`config.mk`:
```
export PLATFORM = sky130hd
export DESIGN_NAME = varredura_ctrl
export DESIGN_NICKNAME = d
export VERILOG_FILES = /design/src/rtl/varredura_pkg.sv /design/src/rtl/varredura_ctrl_temporizador.sv /design/src/rtl/varredura_ctrl.sv
export SDC_FILE = /design/constraint.sdc
export NUM_CORES = 1
export LEC_CHECK = 0
export ABC_AREA = 1
export ABC_CLOCK_PERIOD_IN_PS = 2310
export BUFFER_PORTS_ARGS = -buffer_cell sky130_fd_sc_hd__buf_2
export CORE_ASPECT_RATIO = 1.25
export CORE_MARGIN = 2
export CORE_UTILIZATION = 30
export DETAILED_ROUTE_END_ITERATION = 10
export GPL_TIMING_DRIVEN = 1
export HOLD_SLACK_MARGIN = 0.03
export SYNTH_ARGS = -nofsm -noshare
export SYNTH_HDL_FRONTEND = slang
export SYNTH_SLANG_ARGS = --single-unit
export TNS_END_PERCENT = 50
```
`constraint.sdc`:
```
create_clock -name clock -period 2.31 [get_ports clock]
set_input_delay 0.462 -clock clock [delete_from_list [all_inputs] [get_ports clock]]
set_output_delay 0.462 -clock clock [all_outputs]
set_load 0.05 [all_outputs]
```
`src/rtl/varredura_pkg.sv`:
```
// Shared definitions for the sweep controller: state encoding and width.
`default_nettype none

package varredura_pkg;

    localparam int ESTADO_W = 3;

    typedef enum logic [ESTADO_W-1:0] {
        INICIAL  = 3'd0,
        PREPARA  = 3'd1,
        ASSENTA  = 3'd2,
        MEDE     = 3'd3,
        ARMAZENA = 3'd4,
        AVANCA   = 3'd5
    } estado_t;

endpackage

`default_nettype wire

```
`src/rtl/varredura_ctrl_temporizador.sv`:
```
// temporizador_espera: wait timer with clear, count enable and terminal compare.
`default_nettype none

module temporizador_espera #(
    parameter int TW = 4
) (
    input  logic          clock,
    input  logic          zera_as_n,
    input  logic          limpa,
    input  logic          conta,
    input  logic [TW-1:0] limite,
    output logic          fim
);

    logic [TW-1:0] r_valor;

    // Clear has priority so a state exit and the next entry both see zero.
    always_ff @(posedge clock or negedge zera_as_n) begin
        if (!zera_as_n) begin
            r_valor <= '0;
        end else if (limpa) begin
            r_valor <= '0;
        end else if (conta) begin
            r_valor <= r_valor + 1'b1;
        end
    end

    assign fim = (r_valor == limite);

endmodule

`default_nettype wire

```
`src/rtl/varredura_ctrl.sv`:
```
// varredura_ctrl: sweep controller - steps the position counter, settles,
// requests one measurement per position with timeout, reports round trips.
`default_nettype none

module varredura_ctrl
    import varredura_pkg::*;
#(
    parameter int T_ASSENTA = 50000,
    parameter int T_TIMEOUT = 100000,
    parameter int TW        = $clog2((T_ASSENTA > T_TIMEOUT) ? T_ASSENTA : T_TIMEOUT) + 1
) (
    input  logic                clock,
    input  logic                zera_as_n,
    input  logic                iniciar,
    input  logic                parar,
    input  logic                pos_inicio,
    input  logic                pos_fim,
    input  logic                direcao,
    input  logic                medida_pronta,
    output logic                zera_pos,
    output logic                conta_pos,
    output logic                pede_medida,
    output logic                amostra,
    output logic                ciclo_completo,
    output logic                erro_timeout,
    output logic                ocupado,
    output logic [ESTADO_W-1:0] db_estado
);

    localparam logic [TW-1:0] LIM_ASSENTA = TW'(T_ASSENTA - 1);
    localparam logic [TW-1:0] LIM_TIMEOUT = TW'(T_TIMEOUT - 1);

    estado_t       r_estado;
    logic          r_parada_pend;
    logic          r_erro;

    logic          w_fim;
    logic          w_conta;
    logic          w_limpa;
    logic          w_parada;
    logic [TW-1:0] w_limite;
    logic          w_em_mede;

    assign w_em_mede = (r_estado == MEDE);
    assign w_conta   = (r_estado == ASSENTA) || w_em_mede;
    assign w_limite  = w_em_mede ? LIM_TIMEOUT : LIM_ASSENTA;
    assign w_parada  = r_parada_pend | parar;

    // Held at zero outside the counting states and cleared on the exit edge,
    // so every counting state starts from zero.
    assign w_limpa = !w_conta
                   || ((r_estado == ASSENTA) && w_fim)
                   || (w_em_mede && (medida_pronta || w_fim));

    temporizador_espera #(
        .TW (TW)
    ) u_temporizador (
        .clock     (clock),
        .zera_as_n (zera_as_n),
        .limpa     (w_limpa),
        .conta     (w_conta),
        .limite    (w_limite),
        .fim       (w_fim)
    );

    always_ff @(posedge clock or negedge zera_as_n) begin
        if (!zera_as_n) begin
            r_estado      <= INICIAL;
            r_parada_pend <= 1'b0;
            r_erro        <= 1'b0;
        end else begin
            if (((r_estado == ARMAZENA) || (r_estado == AVANCA)) && w_parada) begin
                r_parada_pend <= 1'b0;
            end else if ((r_estado != INICIAL) && parar) begin
                r_parada_pend <= 1'b1;
            end

            case (r_estado)
                INICIAL: begin
                    if (iniciar && !parar) begin
                        r_estado <= PREPARA;
                        r_erro   <= 1'b0;
                    end
                end
                PREPARA: r_estado <= ASSENTA;
                ASSENTA: begin
                    if (w_fim) begin
                        r_estado <= MEDE;
                    end
                end
                MEDE: begin
                    // An acknowledge coinciding with expiry takes the normal path.
                    if (medida_pronta) begin
                        r_estado <= ARMAZENA;
                    end else if (w_fim) begin
                        r_estado <= AVANCA;
                        r_erro   <= 1'b1;
                    end
                end
                ARMAZENA: r_estado <= w_parada ? INICIAL : AVANCA;
                AVANCA:   r_estado <= w_parada ? INICIAL : ASSENTA;
                default:  r_estado <= INICIAL;
            endcase
        end
    end

    assign zera_pos       = (r_estado == PREPARA);
    assign pede_medida    = w_em_mede;
    assign amostra        = (r_estado == ARMAZENA);
    assign conta_pos      = (r_estado == AVANCA);
    assign ciclo_completo = (r_estado == AVANCA) && direcao && pos_inicio;
    assign erro_timeout   = r_erro;
    assign ocupado        = (r_estado != INICIAL);
    assign db_estado      = r_estado;

    // The end-of-range flag is not needed for sequencing; the counter turns itself.
    logic w_nao_usado;
    assign w_nao_usado = pos_fim;

endmodule

`default_nettype wire

```
==> impl_metrics.ini <==
[sta]
post-route-min-period_ns = 2.06
drv_slew = 0
finalCritPeriodShare_pct = 89.2
setup_viol = 0
fmax_ghz = 0.485
skew_ns = 0.00452
rsz0062_at_grt = false
tightestPinTransition_ns = 0.521
max_slew_margin_pct = 65.3
hold_violations = 0

[finish]
antennaDiodeCount = 0
final_core_util_pct = 34.4
fin_nets = 245
multiInputGateArea_sq_um = 830
register_area_sq_um = 576
finalNonFillerCells = 297
layout-drive-gt1-share_pct = 15.3
n_fill_cell = 535
area_growth_pct = 12.2

[routing]
first_iter_violations = 85
dr.pass1.iters = 4
vias_per_cell = 4.81
drcViolationCount = 0
wirelength_mm = 3.49
ant_nets = 0
wl_per_cell_microns = 11.7
vias = 1428

[setup_path]
path_cells = inv_1 > nor3_4 > and3_1 > buf_2
critical_path_peak_fanout = 8
critPathMaxStageDelay_ns = 0.55
required_ns = 1.85
crit_buf_inv = 2
criticalPathCategory = flip-flop to output pin
crit_slowest_cell = dfrtp_1
worst_ep_arrival_time_ns = 1.60
start_kind = flip-flop
endpoint_kind = output pin
crit_family = flip-flops

[cts]
cts.sinks = 23
cts_tree = done
cts_hold_buffers = 0
root_buffer = clkbuf_8
cts-resized-gates = 0
post_cts_buffers = 0
clk_latency_ns = 0.27
cts_made_buffers = 3
htreeDepth = 1
clkSlewWorstSetupHoldPaths_ns = 0.09
clock_path_buffers = 2

[logic_synthesis]
ys_top_cells_by_count = 57 x nand2_1, 46 x nor2_1, 24 x inv_1, 23 x dfrtp_1
ys_seq_elements = 23
synth_edf_count = 0
synth_compound_area_share_pct = 2.79
synth.top_cell.area_share_pct = 37.8
ys_types = 25
synth_top_family_by_area = simple AND/OR/NAND/NOR gates
yosysTopAreaCell = dfrtp_1
synth_mux_area_share_pct = 0
synthArstFlopShare_pct = 100
yosys.area_share.xor_xnor_pct = 4.60
synthCells = 219
ys_seq_area_share_pct = 37.8
synth.avg_cell_area_sq_um = 6.96
synth-simple-area-share_pct = 45.2
syn_nets = 228
synth_area_sq_mm = 0.00152
yosys_warnings = 0
synthAdderAreaFrac_pct = 0.821
netlist_top_cells_area = dfrtp_1 38%, nand2_1 14%, nor2_1 11%, inv_1 5.9%, xor2_1 4.6%
synth.most_common_cell = nand2_1
synthFlopType = dfrtp_1

[die]
start_util_pct = 30.7
core_sq_mm = 0.00497
dieArea_sq_mm = 0.00567
std_cell_rows = 29
ioPinCount = 18
die_y_microns = 83.7
die_w_microns = 67.8

[global_route]
grt_pass1_vias = 1405
grt_pass1_wl_mm = 6.24
antenna_found_initial = 0
overflow = 0
grt_max_degree = 24
grt.total_usage_pct = 14.4

[power]
p_total_mw = 1.56
irDropWorstVdd_v = 0.000366
power.density_mw_per_mm2 = 911
power.leakage_nw = 0.768

[placement]
routabilityCongestion = 0.892
dpl.hpwl_mm = 2.64
io_buffers = 16
post-place-cells = 293

[job]
cap_violations = 0

[status]
status = finished clean

[hold_path]
hp-class = input port to asynchronous set/reset pin
-- area by class of cell --
class,instances,area share (%)
clock buffer,4,2.64
inverter,27,5.93
multi-input combinational,165,48.5
sequential,23,33.7
tap,62,4.54
timing repair buffer,16,4.69
-- cell usage in the layout, fill, tap and decap left out, types with 4 or more instances in the layout --
cell / n
nand3_1: 12
inv_1: 24
nor3_1: 10
nor2_1: 46
nand4_1: 7
dfrtp_1: 23
buf_2: 16
a21oi_1: 4
nand2_1: 57
xor2_1: 8
-- registers in the layout, summed over array words and instances (netlist names) --
register / flops
db_estado: 3
u_temporizador.r_valor: 18
r_parada_pend: 1
erro_timeout: 1
-- logic make-up after synthesis --
logic type | Yosys count
and+or+nand+nor | 148
buffers and inverters | 31
DFF | 23
AOI/OAI and AO/OA | 8
xor gates and xnor gates | 8
adders and majority gates | 1
-- per-stage QoR --
step                instance area (sq um)  TNS, ns  setup slack [ns]  hold WS [ns]
detailed placement                   1660        0             0.437         0.469
global route                         1710        0             0.130         0.198
finish                               1710        0             0.250         0.153
CTS                                  1710        0             0.228         0.178
floorplan                            1540   -0.430            -0.200         0.166
global placement                     1660        0             0.479         0.462
-- layer usage --
metal	vias up	wire length [microns]	track usage, %
met5	-	0	0
met2	32	1680	24.1
met3	9	116	2.43
met1	660	1600	17.9
li1	727	-	-
met4	0	93	5.94
-- worst reg2reg max path, stage by stage, from the launching register on --
cell and delay (ns):
dfrtp_1 0.42, ha_1 0.20, nand2_1 0.08, nor2_2 0.14, inv_1 0.11, nor2_1 0.16, nand3_1 0.11, nand2_2 0.35
o21ai_0 0.15
-- power breakdown --
part | leakage, nW | total, mW | switching, mW | internal, mW
sequential | 0.309 | 0.549 | 0.0918 | 0.457
clock | 0.0228 | 0.261 | 0.137 | 0.124
combinational | 0.437 | 0.748 | 0.569 | 0.179
total | 0.768 | 1.56 | 0.798 | 0.760
-- worst paths after layout --
| path | slack (ns) | depth (start not counted) | to | start |
|---|---|---|---|---|
| max in group asynchronous | 1.80 | 1 | db_estado[0] | zera_as_n |
| hold reg to reg | 0.48 | 2 | erro_timeout | erro_timeout |
| hold / removal | 0.15 | 1 | u_temporizador.r_valor[12] | zera_as_n |
| setup reg to reg | 0.46 | 8 | db_estado[1] | u_temporizador.r_valor[0] |
| setup / recovery | 0.25 | 4 | ciclo_completo | db_estado[0] |
| min in group clock | 0.45 | 4 | erro_timeout | medida_pronta |
Note: power is estimated with default switching activity, not from simulation.
